**src/rtl/id_ex_if.sv**
```systemverilog
// -----------------------------------------------------------------------------
// id_ex_if : signal bundle around the ID/EX pipeline register.
//
// Groups everything except clk/reset/stall/flush:
//   id_*    decoded instruction fields coming out of ID
//   exm_*   EX/MEM write-back information used for forwarding
//   wb_*    MEM/WB write-back information used for forwarding
//   ex_*, alu_*, load_use_hazard   results presented to EX / hazard logic
//
// Modports:
//   master : upstream side (drives id_*/exm_*/wb_*, observes EX outputs)
//   slave  : the id_ex_stage register itself
// -----------------------------------------------------------------------------
interface id_ex_if #(
    parameter int DW = 32,
    parameter int RW = 5
);
    // ID stage fields
    logic          id_valid;
    logic [DW-1:0] id_rs_data;
    logic [DW-1:0] id_rt_data;
    logic [DW-1:0] id_imm;
    logic [RW-1:0] id_rs;
    logic [RW-1:0] id_rt;
    logic [RW-1:0] id_rd;
    logic [1:0]    id_alu_op;
    logic [5:0]    id_funct;
    logic          id_alu_src;
    logic          id_reg_dst;
    logic          id_reg_write;
    logic          id_mem_read;
    logic          id_mem_write;
    logic          id_mem_to_reg;

    // Downstream write-back information for forwarding
    logic          exm_reg_write;
    logic [RW-1:0] exm_rd;
    logic [DW-1:0] exm_result;
    logic          wb_reg_write;
    logic [RW-1:0] wb_rd;
    logic [DW-1:0] wb_result;

    // EX stage outputs
    logic          ex_valid;
    logic [DW-1:0] alu_a;
    logic [DW-1:0] alu_b;
    logic [3:0]    alu_control;
    logic [DW-1:0] ex_store_data;
    logic [RW-1:0] ex_write_reg;
    logic          ex_reg_write;
    logic          ex_mem_read;
    logic          ex_mem_write;
    logic          ex_mem_to_reg;
    logic          load_use_hazard;

    modport master (
        output id_valid, id_rs_data, id_rt_data, id_imm, id_rs, id_rt, id_rd,
               id_alu_op, id_funct, id_alu_src, id_reg_dst, id_reg_write,
               id_mem_read, id_mem_write, id_mem_to_reg,
               exm_reg_write, exm_rd, exm_result, wb_reg_write, wb_rd, wb_result,
        input  ex_valid, alu_a, alu_b, alu_control, ex_store_data, ex_write_reg,
               ex_reg_write, ex_mem_read, ex_mem_write, ex_mem_to_reg, load_use_hazard
    );

    modport slave (
        input  id_valid, id_rs_data, id_rt_data, id_imm, id_rs, id_rt, id_rd,
               id_alu_op, id_funct, id_alu_src, id_reg_dst, id_reg_write,
               id_mem_read, id_mem_write, id_mem_to_reg,
               exm_reg_write, exm_rd, exm_result, wb_reg_write, wb_rd, wb_result,
        output ex_valid, alu_a, alu_b, alu_control, ex_store_data, ex_write_reg,
               ex_reg_write, ex_mem_read, ex_mem_write, ex_mem_to_reg, load_use_hazard
    );
endinterface

```
**src/rtl/id_ex_stage.sv**
```systemverilog
// -----------------------------------------------------------------------------
// id_ex_stage : ID/EX pipeline register of the 5-stage MIPS core.
//
// Latches the decoded instruction from ID, produces ALU operands A/B and the
// 4-bit ALU control, the store data, the selected destination register and
// the registered MEM/WB controls, and flags load-use hazards back to the
// stall logic.
//
// Ports:
//   clk    rising-edge clock
//   reset  synchronous, active-high; clears every registered field
//   stall  hold current contents
//   flush  load a bubble (beats stall)
//   bus    id_ex_if.slave bundle (id_*, exm_*, wb_* in; ex_*/alu_* out)
//
// Build option:
//   ID_EX_FWD_EN  when defined, EX/MEM and MEM/WB results are forwarded onto
//                 the rs/rt operands (EX/MEM first, r0 never). When undefined
//                 the operands come straight from the latched register-file
//                 data and the exm_*/wb_* inputs are ignored.
// -----------------------------------------------------------------------------
module id_ex_stage #(
    parameter int DW = 32,
    parameter int RW = 5
) (
    input  logic   clk,
    input  logic   reset,
    input  logic   stall,
    input  logic   flush,
    id_ex_if.slave bus
);

    typedef struct packed {
        logic          valid;
        logic [DW-1:0] rs_data;
        logic [DW-1:0] rt_data;
        logic [DW-1:0] imm;
        logic [RW-1:0] rs;
        logic [RW-1:0] rt;
        logic [RW-1:0] rd;
        logic [1:0]    alu_op;
        logic [5:0]    funct;
        logic          alu_src;
        logic          reg_dst;
        logic          reg_write;
        logic          mem_read;
        logic          mem_write;
        logic          mem_to_reg;
    } ex_regs_t;

    localparam int REG_W = $bits(ex_regs_t);

    ex_regs_t      regs_r;
    ex_regs_t      load_s;
    logic [DW-1:0] fwd_rs_s;
    logic [DW-1:0] fwd_rt_s;
    logic [DW-1:0] alu_b_s;
    logic          hazard_s;

    // ALU control decode from main-decoder ALUOp and R-type funct.
    function automatic logic [3:0] alu_decode(input logic [1:0] op, input logic [5:0] funct);
        logic [3:0] ctrl;
        case (op)
            2'b00: ctrl = 4'b0010;
            2'b01: ctrl = 4'b0110;
            2'b10: begin
                case (funct)
                    6'b100000: ctrl = 4'b0010;
                    6'b100010: ctrl = 4'b0110;
                    6'b100100: ctrl = 4'b0000;
                    6'b100101: ctrl = 4'b0001;
                    default:   ctrl = 4'b1111;
                endcase
            end
            default: ctrl = 4'b1111;
        endcase
        return ctrl;
    endfunction

    // Gather the ID fields into the register image to be captured.
    always_comb begin
        load_s            = ex_regs_t'({REG_W{1'b0}});
        load_s.valid      = bus.id_valid;
        load_s.rs_data    = bus.id_rs_data;
        load_s.rt_data    = bus.id_rt_data;
        load_s.imm        = bus.id_imm;
        load_s.rs         = bus.id_rs;
        load_s.rt         = bus.id_rt;
        load_s.rd         = bus.id_rd;
        load_s.alu_op     = bus.id_alu_op;
        load_s.funct      = bus.id_funct;
        load_s.alu_src    = bus.id_alu_src;
        load_s.reg_dst    = bus.id_reg_dst;
        load_s.reg_write  = bus.id_reg_write;
        load_s.mem_read   = bus.id_mem_read;
        load_s.mem_write  = bus.id_mem_write;
        load_s.mem_to_reg = bus.id_mem_to_reg;
    end

    // Pipeline register: reset and flush both produce an all-zero bubble.
    always_ff @(posedge clk) begin
        if (reset || flush) begin
            regs_r <= ex_regs_t'({REG_W{1'b0}});
        end else if (stall) begin
            regs_r <= regs_r;
        end else begin
            regs_r <= load_s;
        end
    end

`ifdef ID_EX_FWD_EN
    // Pick the newest in-flight value of a source register; r0 is hard-wired.
    function automatic logic [DW-1:0] fwd_pick(
        input logic [RW-1:0] idx,
        input logic [DW-1:0] rf_data,
        input logic          exm_we,
        input logic [RW-1:0] exm_rd,
        input logic [DW-1:0] exm_res,
        input logic          wb_we,
        input logic [RW-1:0] wb_rd,
        input logic [DW-1:0] wb_res
    );
        logic [DW-1:0] val;
        if (exm_we && (exm_rd == idx) && (idx != {RW{1'b0}})) begin
            val = exm_res;
        end else if (wb_we && (wb_rd == idx) && (idx != {RW{1'b0}})) begin
            val = wb_res;
        end else begin
            val = rf_data;
        end
        return val;
    endfunction

    // Operand bypass from EX/MEM and MEM/WB.
    always_comb begin
        fwd_rs_s = fwd_pick(regs_r.rs, regs_r.rs_data,
                            bus.exm_reg_write, bus.exm_rd, bus.exm_result,
                            bus.wb_reg_write, bus.wb_rd, bus.wb_result);
        fwd_rt_s = fwd_pick(regs_r.rt, regs_r.rt_data,
                            bus.exm_reg_write, bus.exm_rd, bus.exm_result,
                            bus.wb_reg_write, bus.wb_rd, bus.wb_result);
    end
`else
    // No bypass: operands are the latched register-file data.
    always_comb begin
        fwd_rs_s = regs_r.rs_data;
        fwd_rt_s = regs_r.rt_data;
    end

    // Forwarding inputs and the latched rs index have no consumer in this build.
    logic unused_fwd_s;
    assign unused_fwd_s = ^{bus.exm_reg_write, bus.exm_rd, bus.exm_result,
                            bus.wb_reg_write, bus.wb_rd, bus.wb_result, regs_r.rs};
`endif

    // Operand B: immediate for I-type/memory ops, otherwise rt.
    always_comb begin
        if (regs_r.alu_src) begin
            alu_b_s = regs_r.imm;
        end else begin
            alu_b_s = fwd_rt_s;
        end
    end

    // Load-use detection: a load in EX whose rt is read by the instruction in ID.
    // Bubbles carry valid=0 and mem_read=0, so they never raise it.
    always_comb begin
        if (regs_r.valid && regs_r.mem_read && (regs_r.rt != {RW{1'b0}}) && bus.id_valid &&
            ((regs_r.rt == bus.id_rs) || (regs_r.rt == bus.id_rt))) begin
            hazard_s = 1'b1;
        end else begin
            hazard_s = 1'b0;
        end
    end

    assign bus.ex_valid        = regs_r.valid;
    assign bus.alu_a           = fwd_rs_s;
    assign bus.alu_b           = alu_b_s;
    assign bus.alu_control     = alu_decode(regs_r.alu_op, regs_r.funct);
    assign bus.ex_store_data   = fwd_rt_s;
    assign bus.ex_write_reg    = regs_r.reg_dst ? regs_r.rd : regs_r.rt;
    assign bus.ex_reg_write    = regs_r.reg_write;
    assign bus.ex_mem_read     = regs_r.mem_read;
    assign bus.ex_mem_write    = regs_r.mem_write;
    assign bus.ex_mem_to_reg   = regs_r.mem_to_reg;
    assign bus.load_use_hazard = hazard_s;

endmodule

```
**src/flat_wrapper.sv**
```systemverilog
// flat-port wrapper written by rule: the top's interface ports become plain ports
module id_ex_stage_flat 
#(
    parameter int DW = 32,
    parameter int RW = 5
)
  (clk, reset, stall, flush, bus_id_valid, bus_id_rs_data, bus_id_rt_data, bus_id_imm, bus_id_rs, bus_id_rt, bus_id_rd, bus_id_alu_op, bus_id_funct, bus_id_alu_src, bus_id_reg_dst, bus_id_reg_write, bus_id_mem_read, bus_id_mem_write, bus_id_mem_to_reg, bus_exm_reg_write, bus_exm_rd, bus_exm_result, bus_wb_reg_write, bus_wb_rd, bus_wb_result, bus_ex_valid, bus_alu_a, bus_alu_b, bus_alu_control, bus_ex_store_data, bus_ex_write_reg, bus_ex_reg_write, bus_ex_mem_read, bus_ex_mem_write, bus_ex_mem_to_reg, bus_load_use_hazard);
  id_ex_if #(.DW(DW), .RW(RW)) bus_i ();
  input  logic clk;
  input  logic reset;
  input  logic stall;
  input  logic flush;
  input wire logic [$bits(bus_i.id_valid)-1:0] bus_id_valid;
  input wire logic [$bits(bus_i.id_rs_data)-1:0] bus_id_rs_data;
  input wire logic [$bits(bus_i.id_rt_data)-1:0] bus_id_rt_data;
  input wire logic [$bits(bus_i.id_imm)-1:0] bus_id_imm;
  input wire logic [$bits(bus_i.id_rs)-1:0] bus_id_rs;
  input wire logic [$bits(bus_i.id_rt)-1:0] bus_id_rt;
  input wire logic [$bits(bus_i.id_rd)-1:0] bus_id_rd;
  input wire logic [$bits(bus_i.id_alu_op)-1:0] bus_id_alu_op;
  input wire logic [$bits(bus_i.id_funct)-1:0] bus_id_funct;
  input wire logic [$bits(bus_i.id_alu_src)-1:0] bus_id_alu_src;
  input wire logic [$bits(bus_i.id_reg_dst)-1:0] bus_id_reg_dst;
  input wire logic [$bits(bus_i.id_reg_write)-1:0] bus_id_reg_write;
  input wire logic [$bits(bus_i.id_mem_read)-1:0] bus_id_mem_read;
  input wire logic [$bits(bus_i.id_mem_write)-1:0] bus_id_mem_write;
  input wire logic [$bits(bus_i.id_mem_to_reg)-1:0] bus_id_mem_to_reg;
  input wire logic [$bits(bus_i.exm_reg_write)-1:0] bus_exm_reg_write;
  input wire logic [$bits(bus_i.exm_rd)-1:0] bus_exm_rd;
  input wire logic [$bits(bus_i.exm_result)-1:0] bus_exm_result;
  input wire logic [$bits(bus_i.wb_reg_write)-1:0] bus_wb_reg_write;
  input wire logic [$bits(bus_i.wb_rd)-1:0] bus_wb_rd;
  input wire logic [$bits(bus_i.wb_result)-1:0] bus_wb_result;
  output wire logic [$bits(bus_i.ex_valid)-1:0] bus_ex_valid;
  output wire logic [$bits(bus_i.alu_a)-1:0] bus_alu_a;
  output wire logic [$bits(bus_i.alu_b)-1:0] bus_alu_b;
  output wire logic [$bits(bus_i.alu_control)-1:0] bus_alu_control;
  output wire logic [$bits(bus_i.ex_store_data)-1:0] bus_ex_store_data;
  output wire logic [$bits(bus_i.ex_write_reg)-1:0] bus_ex_write_reg;
  output wire logic [$bits(bus_i.ex_reg_write)-1:0] bus_ex_reg_write;
  output wire logic [$bits(bus_i.ex_mem_read)-1:0] bus_ex_mem_read;
  output wire logic [$bits(bus_i.ex_mem_write)-1:0] bus_ex_mem_write;
  output wire logic [$bits(bus_i.ex_mem_to_reg)-1:0] bus_ex_mem_to_reg;
  output wire logic [$bits(bus_i.load_use_hazard)-1:0] bus_load_use_hazard;
  assign bus_i.id_valid = bus_id_valid;
  assign bus_i.id_rs_data = bus_id_rs_data;
  assign bus_i.id_rt_data = bus_id_rt_data;
  assign bus_i.id_imm = bus_id_imm;
  assign bus_i.id_rs = bus_id_rs;
  assign bus_i.id_rt = bus_id_rt;
  assign bus_i.id_rd = bus_id_rd;
  assign bus_i.id_alu_op = bus_id_alu_op;
  assign bus_i.id_funct = bus_id_funct;
  assign bus_i.id_alu_src = bus_id_alu_src;
  assign bus_i.id_reg_dst = bus_id_reg_dst;
  assign bus_i.id_reg_write = bus_id_reg_write;
  assign bus_i.id_mem_read = bus_id_mem_read;
  assign bus_i.id_mem_write = bus_id_mem_write;
  assign bus_i.id_mem_to_reg = bus_id_mem_to_reg;
  assign bus_i.exm_reg_write = bus_exm_reg_write;
  assign bus_i.exm_rd = bus_exm_rd;
  assign bus_i.exm_result = bus_exm_result;
  assign bus_i.wb_reg_write = bus_wb_reg_write;
  assign bus_i.wb_rd = bus_wb_rd;
  assign bus_i.wb_result = bus_wb_result;
  assign bus_ex_valid = bus_i.ex_valid;
  assign bus_alu_a = bus_i.alu_a;
  assign bus_alu_b = bus_i.alu_b;
  assign bus_alu_control = bus_i.alu_control;
  assign bus_ex_store_data = bus_i.ex_store_data;
  assign bus_ex_write_reg = bus_i.ex_write_reg;
  assign bus_ex_reg_write = bus_i.ex_reg_write;
  assign bus_ex_mem_read = bus_i.ex_mem_read;
  assign bus_ex_mem_write = bus_i.ex_mem_write;
  assign bus_ex_mem_to_reg = bus_i.ex_mem_to_reg;
  assign bus_load_use_hazard = bus_i.load_use_hazard;
  id_ex_stage #(.DW(DW), .RW(RW)) u_core (.clk(clk), .reset(reset), .stall(stall), .flush(flush), .bus(bus_i));
endmodule
```
**config.mk**
```make
export PLATFORM = sky130hd
export DESIGN_NAME = id_ex_stage_flat
export DESIGN_NICKNAME = d
export VERILOG_FILES = /design/src/rtl/id_ex_if.sv /design/src/rtl/id_ex_stage.sv /design/src/flat_wrapper.sv
export SDC_FILE = /design/constraint.sdc
export NUM_CORES = 1
export LEC_CHECK = 0
export ABC_AREA = 1
export CAP_MARGIN = 15
export CORE_AREA = 2 2 123 125
export CTS_CLUSTER_DIAMETER = 120
export DETAILED_ROUTE_END_ITERATION = 6
export DIE_AREA = 0 0 125 127
export PLACE_DENSITY = 0.8
export SETUP_SLACK_MARGIN = 0.15
export SLEW_MARGIN = 0
export SYNTH_ARGS = -nofsm -noshare
export SYNTH_HDL_FRONTEND = slang
export SYNTH_SLANG_ARGS = --single-unit
```
**constraint.sdc**
```tcl
create_clock -name clk -period 1.46 [get_ports clk]
set_input_delay 0.292 -clock clk [delete_from_list [all_inputs] [get_ports clk]]
set_output_delay 0.292 -clock clk [all_outputs]
set_load 0.05 [all_outputs]
```
==> results.py, run 1 <==
metrics = {
    "finish": {
        "areaGrowthSynthToFinish_pct": 91.7,
        "fin_cells": 1115,
        "largest_reg_flops": 52,
        "drive_above_1_share_pct": 34.6,
        "antenna_cells": 0,
        "nNetsFinal": 1124,
        "stdcell_area_um2": 10400,
        "fin_util_pct": 72.3,
        "regMostFlops": "u_core.regs_r",
    },
    "critical_path": {
        "path_class": "reg2out",
        "cp-start-kind": "flop",
        "cpMaxStageDelayCell": "dfxtp_4",
        "critPathArrivalTime_ns": 1.53,
        "worst_ep_required_time_ns": 1.17,
        "path_cells": "inv_4 > nand2_2 > nand2_2 > nor2_4 > nand3_2 > a21oi_4 > buf_12",
        "end_kind": "output pin",
        "r2r_setup_slack_ns": 0.49,
        "worstPathMaxFanout": 4,
        "slowest_delay_ns": 0.38,
        "path_common_cell": "nand2_2",
    },
    "pwr": {
        "power.leakage_nw": 4.24,
        "p_per_area_nw_per_um2": 902,
        "peakVddDrop_mv": 0.702,
        "power_mw": 9.40,
    },
    "flow_run": {
        "drv_cap": 0,
    },
    "drt": {
        "routed_wl_um": 18500,
        "drtAntennaViolNets": 0,
        "viasPerCell": 4.93,
        "drc": 0,
        "first_iter_violations": 286,
        "drt-pass1-iter-count": 5,
        "vias": 5492,
        "wl_per_cell_um": 16.6,
    },
    "synth": {
        "synth_top_family_by_area": "simple AND/OR/NAND/NOR gates",
        "ys_types": 21,
        "ys_ff_latch": 121,
        "synth-simple-area-share_pct": 19.3,
        "syn-instance-count": 726,
        "synthAdderAreaFrac_pct": 0,
        "synth.top_cell.area_share_pct": 44.5,
        "yosys.area_share.xor_xnor_pct": 0.483,
        "synthMuxAreaShare_pct": 0,
        "yosys-top-cells-area": "dfxtp_1 45%, nand2_1 15%, buf_4 8.8%",
        "synth_nets": 932,
        "seq_area_frac_synth_pct": 44.5,
        "syn_area_um2": 5440,
        "yosysTopAreaCell": "dfxtp_1",
        "avgSynthCellArea_um2": 7.49,
        "yosysWarnings": 0,
        "synth-compound-area-share_pct": 18.1,
    },
    "clocking": {
        "cts_root_buffer": "clkbuf_16",
        "cts_buffer_depth": 2,
        "cts_hold_repair.buffers": 0,
        "cts_tree": "yes",
        "clk_latency_ns": 0.40,
        "clkSlewWorstSetupHoldPaths_ns": 0.06,
        "numClockSinks": 121,
        "htree_levels": 4,
        "cts_buffers": 17,
    },
    "placement": {
        "port_buffers": 240,
        "hpwlAfterDp_um": 11800,
        "dp_slack_ns": -0.407,
        "postPlaceCellArea_um2": 9020,
        "gp_congestion": 0.788,
        "dp_cells": 1061,
    },
    "floorplanning": {
        "die_area_um2": 15900,
        "core_um2": 14400,
        "initial_core_util_pct": 37.7,
        "ioPinCount": 317,
        "num_rows": 44,
        "die_h_um": 127,
        "dieWidth_um": 125,
    },
    "timing": {
        "hold_viol": 0,
        "setup_tns_ns": -10.59,
        "setup_slack_ns": -0.360,
        "setup_violations": 42,
        "post-route-min-period_ns": 1.82,
        "fin_crit_sh_pct": 125,
        "rsz0062_at_grt": "true",
        "slew_viol_final": 0,
        "slew_headroom_pct": 78.6,
        "fmax_ghz": 0.549,
        "timing.clock.skew_ns": 0,
        "tightest_slew_ns": 0.321,
        "holdWs_ns": 0.298,
    },
    "global_route": {
        "grt_first_pass_wirelength_um": 28300,
        "antenna_found_initial": 0,
        "grt.overflow.total": 0,
        "track_usage_pct": 22.4,
        "grt_max_degree": 65,
        "first_global_vias": 5452,
    },
    "hold_path": {
        "worstHoldPathType": "in2reg",
    },
    "status": {
        "status": "finished, violations left",
        "violations": "negative setup slack",
    },
}
[layout make-up]
cell class / instances / area, µm²
Clock buffer: 21 / 460
Clock inverter: 11 / 75.1
Fill cell: 927 / 4000
Inverter: 51 / 209
Multi-Input combinational cell: 442 / 2840
Sequential cell: 121 / 2450
Tap cell: 184 / 230
Timing Repair Buffer: 285 / 4160
[what timing repair did]
action                     4_1_cts  5_1_grt
setup endpoints to repair       42       42
setup buffers                   14        5
gates resized for setup        122       50
pin swaps                       35       25
cloned                           3        0
[power breakdown]
| part | switching (mW) | total, mW | internal, mW | leakage (nW) |
|---|---|---|---|---|
| Combinational | 1.04 | 2.09 | 1.05 | 3.00 |
| Clock | 1.53 | 3.77 | 2.25 | 0.251 |
| Sequential | 0.125 | 3.55 | 3.42 | 0.995 |
| Total | 2.69 | 9.40 | 6.71 | 4.24 |
[critical path: cells and delay by family (launching register included)]
kind	cells	cell delay, ns
flops	1	0.38
buf+inv	2	0.20
simple gates	4	0.38
compound gates	1	0.16
[cells in the final DEF (no fill, tap or decap), types with 3 or more instances in the layout]
cell,synthesis,final
a211oi_1,31,31
a211oi_2,12,12
a21oi_1,81,78
a21oi_4,0,3
buf_12,0,124
buf_4,64,10
buf_6,10,14
buf_8,0,7
clkbuf_16,0,17
clkdlybuf4s50_1,0,122
clkinv_2,0,4
clkinvlp_4,0,5
dfxtp_1,121,107
dfxtp_2,0,8
dfxtp_4,0,6
dlygate4sd2_1,0,3
dlymetal6s2s_1,0,3
inv_1,50,43
inv_2,1,3
inv_4,0,3
nand2_1,215,170
nand2_2,0,22
nand2_4,0,23
nor2_1,54,46
nor2_2,0,3
nor2_4,0,5
o21ai_4,0,36
[final timing paths]
| check | startpoint | end | cells after the start |
|---|---|---|---|
| max | u_core.regs_r[23]$_SDFFE_PP0N_ | bus_load_use_hazard | 7 |
| min | bus_id_rt[1] | u_core.regs_r[20]$_SDFFE_PP0N_ | 3 |
| max reg2reg | u_core.regs_r[21]$_SDFFE_PP0N_ | u_core.regs_r[21]$_SDFFE_PP0N_ | 4 |
| min reg2reg | u_core.regs_r[52]$_SDFFE_PP0N_ | u_core.regs_r[52]$_SDFFE_PP0N_ | 2 |
[synthesized netlist by cell type]
library cell  number
a211oi_1          31
a211oi_2          12
a21oi_1           81
a31oi_1            1
buf_1              1
buf_2             24
buf_4             64
buf_6             10
clkbuf_1          12
clkbuf_2           1
dfxtp_1          121
inv_1             50
inv_2              1
nand2_1          215
nand3_1            4
nand4_1            2
nor2_1            54
o21ai_0           38
or2_1              1
xnor2_1            2
xor2_1             1
[per-layer routing]
layer  track usage [%]  share of wire (%)  vias to the layer above
met3              7.66                7.6                       33
met1              24.7                 38                     2581
met2              39.9                 52                      228
met4              8.63                2.4                        0
li1                  -                  -                     2650
met5                 0                  0                        -
[logic make-up (layout without fill, tap and decap cells)]
group / Yosys count / count (layout)
AOI/OAI and AO/OA: 163 / 163
xor gates and xnor gates: 3 / 3
buffers and inverters: 163 / 368
DFF: 121 / 121
and+or+nand+nor: 276 / 276
(Power assumes the default switching activity.)
==> run 2, diff against run 1 <==
--- a/config.mk
+++ b/config.mk
@@ -11,7 +11,7 @@
 export CTS_CLUSTER_DIAMETER = 120
 export DETAILED_ROUTE_END_ITERATION = 6
 export DIE_AREA = 0 0 125 127
-export PLACE_DENSITY = 0.8
+export PLACE_DENSITY = 0.86
 export SETUP_SLACK_MARGIN = 0.15
 export SLEW_MARGIN = 0
 export SYNTH_ARGS = -nofsm -noshare
==> run 2 against run 1 <==
Compared with the run above: the run still ends with negative setup slack left; largest power group unchanged; sequential power hardly changed; total power about the same; critical path type is now in2out; final cell count down 1.8%; clock power about the same; first-iteration DRC count increased by 26%.
==> results.py, run 2 (synthesis results as in run 1) <==
metrics = {
    "critical_path": {
        "r2r_end": "u_core.bus.ex_store_data[12]$_SDFFE_PP0N_",
        "end_kind": "output pin",
        "cp-start-kind": "input port",
        "reg2reg_depth": 2,
        "critPathArrivalTime_ns": 1.54,
        "worstPathMaxFanout": 3,
        "r2r_setup_slack_ns": 0.46,
        "path_class": "in2out",
        "worst_ep_required_time_ns": 1.17,
        "reg2reg_from": "u_core.bus.ex_store_data[12]$_SDFFE_PP0N_",
    },
    "finish": {
        "nNetsFinal": 1105,
        "fillers": 948,
        "largest_reg_flops": 52,
        "areaGrowthSynthToFinish_pct": 87.9,
        "antenna_cells": 0,
        "layout_commonest_cell": "nand2_1",
        "drive_above_1_share_pct": 31.9,
        "layout_common_cells": "178 x nand2_1, 125 x clkdlybuf4s50_1, 121 x buf_12",
        "regMostFlops": "u_core.regs_r",
        "fin_cells": 1095,
    },
    "drt": {
        "drc": 0,
        "drt-pass1-iter-count": 6,
        "viasPerCell": 4.99,
        "drtAntennaViolNets": 0,
        "wl_per_cell_um": 17.0,
        "routed_wl_um": 18600,
        "vias": 5460,
        "first_iter_violations": 360,
    },
    "flow_run": {
        "drv_cap": 0,
    },
    "timing": {
        "rsz0062_at_grt": "true",
        "tightest_slew_ns": 0.372,
        "hold_viol": 0,
        "slew_headroom_pct": 75.2,
        "timing.clock.skew_ns": 0,
        "setup_tns_ns": -8.65,
        "fmax_ghz": 0.544,
        "slew_viol_final": 0,
        "fin_crit_sh_pct": 126,
        "setup_slack_ns": -0.377,
        "setup_violations": 41,
        "post-route-min-period_ns": 1.84,
    },
    "hold_path": {
        "hold_depth": 3,
        "worstHoldPathType": "in2reg",
        "hold_start": "bus_id_rt[2]",
        "whs_endpoint": "u_core.regs_r[21]$_SDFFE_PP0N_",
    },
    "pwr": {
        "pwr-share-clk_pct": 40.5,
        "internal_power_mw": 6.79,
        "power_switching_mw": 2.60,
        "p_per_area_nw_per_um2": 919,
        "p_comb_share_pct": 21.8,
        "swShare_pct": 27.7,
        "peakVddDrop_mv": 0.771,
        "power.leakage_nw": 4.16,
        "seqPwrFrac_pct": 37.8,
    },
    "floorplanning": {
        "num_rows": 44,
        "core_um2": 14400,
        "initial_core_util_pct": 37.7,
        "dieWidth_um": 125,
        "ioPinCount": 317,
        "die_area_um2": 15900,
        "die_h_um": 127,
    },
    "status": {
        "violations": "negative setup slack",
        "status": "finished, violations left",
    },
    "clocking": {
        "cts_root_buffer": "clkbuf_16",
        "cts_tree": "yes",
        "cts_hold_repair.buffers": 0,
        "cts_buffers": 17,
        "clkSlewWorstSetupHoldPaths_ns": 0.06,
        "numClockSinks": 121,
        "htree_levels": 4,
        "cts_buffer_depth": 2,
        "clk_latency_ns": 0.40,
    },
    "placement": {
        "gp_congestion": 0.777,
        "dp_cells": 1054,
        "port_buffers": 240,
        "hpwlAfterDp_um": 11900,
    },
    "global_route": {
        "grt_first_pass_wirelength_um": 28700,
        "antenna_found_initial": 0,
        "first_global_vias": 5610,
        "track_usage_pct": 22.7,
        "grt_max_degree": 60,
        "grt.overflow.total": 0,
    },
}
[run 2: cell type report]
| cell class | count | area (µm²) | area share, % |
|---|---|---|---|
| clock inverter | 9 | 76.3 | 0.747 |
| sequential | 121 | 2460 | 24.0 |
| timing repair buffer | 266 | 3980 | 38.9 |
| multi-input combinational | 442 | 2830 | 27.7 |
| tap | 184 | 230 | 2.25 |
| clock buffer | 22 | 454 | 4.44 |
| inverter | 51 | 199 | 1.95 |
[run 2: through the flow]
stage / total power, mW / setup WS (ns) / instance area, µm² / hold slack (ns) / util (%)
6_report: 9.39 / -0.377 / 10200 / 0.266 / 70.9
5_1_grt: 9.75 / -0.430 / 10200 / 0.269 / 70.9
4_1_cts: 9.42 / -0.369 / 10100 / 0.256 / 69.7
3_5_place_dp: 5.50 / -0.440 / 8960 / 0.455 / 62.1
3_3_place_gp: 5.47 / -0.457 / 8960 / 0.452 / 62.1
2_1_floorplan: 4.57 / -0.0456 / 5820 / 0.427 / -
[run 2: how the worst max path moves through the flow]
stage                              startpoint             endpoint  slack [ns]  cells after the start
6_report                         bus_id_rt[1]  bus_load_use_hazard       -0.38                      8
3_3_place_gp                     bus_id_rs[0]  bus_load_use_hazard       -0.46                      8
5_1_grt        u_core.regs_r[19]$_SDFFE_PP0N_  bus_load_use_hazard       -0.43                      7
2_1_floorplan   u_core.regs_r[4]$_SDFFE_PP0N_  bus_ex_write_reg[0]       -0.05                      2
4_1_cts        u_core.regs_r[19]$_SDFFE_PP0N_  bus_load_use_hazard       -0.37                      7
3_5_place_dp                     bus_id_rs[0]  bus_load_use_hazard       -0.44                      8
[run 2: power by group through the flow]
| stage | Clock [mW] | Sequential (mW) | Combinational (mW) |
|---|---|---|---|
| after floorplan | 0 | 3.56 | 1.01 |
| after global placement | 0 | 3.60 | 1.87 |
| after detailed placement | 0 | 3.60 | 1.89 |
| after CTS | 3.87 | 3.54 | 2.01 |
| after global routing | 4.05 | 3.56 | 2.14 |
| final | 3.80 | 3.55 | 2.04 |
[run 2: worst max-delay path, stage by stage]
cell and delay [ns]:
clkdlybuf4s50_1 0.51, inv_1 0.06, nand2_1 0.05, nand2_1 0.06, nor2_2 0.14, nand3_2 0.10, a21oi_4 0.17, buf_12 0.16
[run 2: repair_timing]
action / 4_1_cts / 5_1_grt
pin swaps: 34 / 14
gates cloned: 5 / 0
gates resized for setup: 106 / 41
setup buffers: 4 / 1
setup endpoints to repair: 42 / 43
[run 2: per-layer routing]
metal	part of all wire (%)	vias up	GRT usage (%)
li1	-	2617	-
met1	38	2546	25.0
met2	52	253	41.2
met3	6.9	44	6.62
met4	3.2	0	9.02
met5	0	-	0
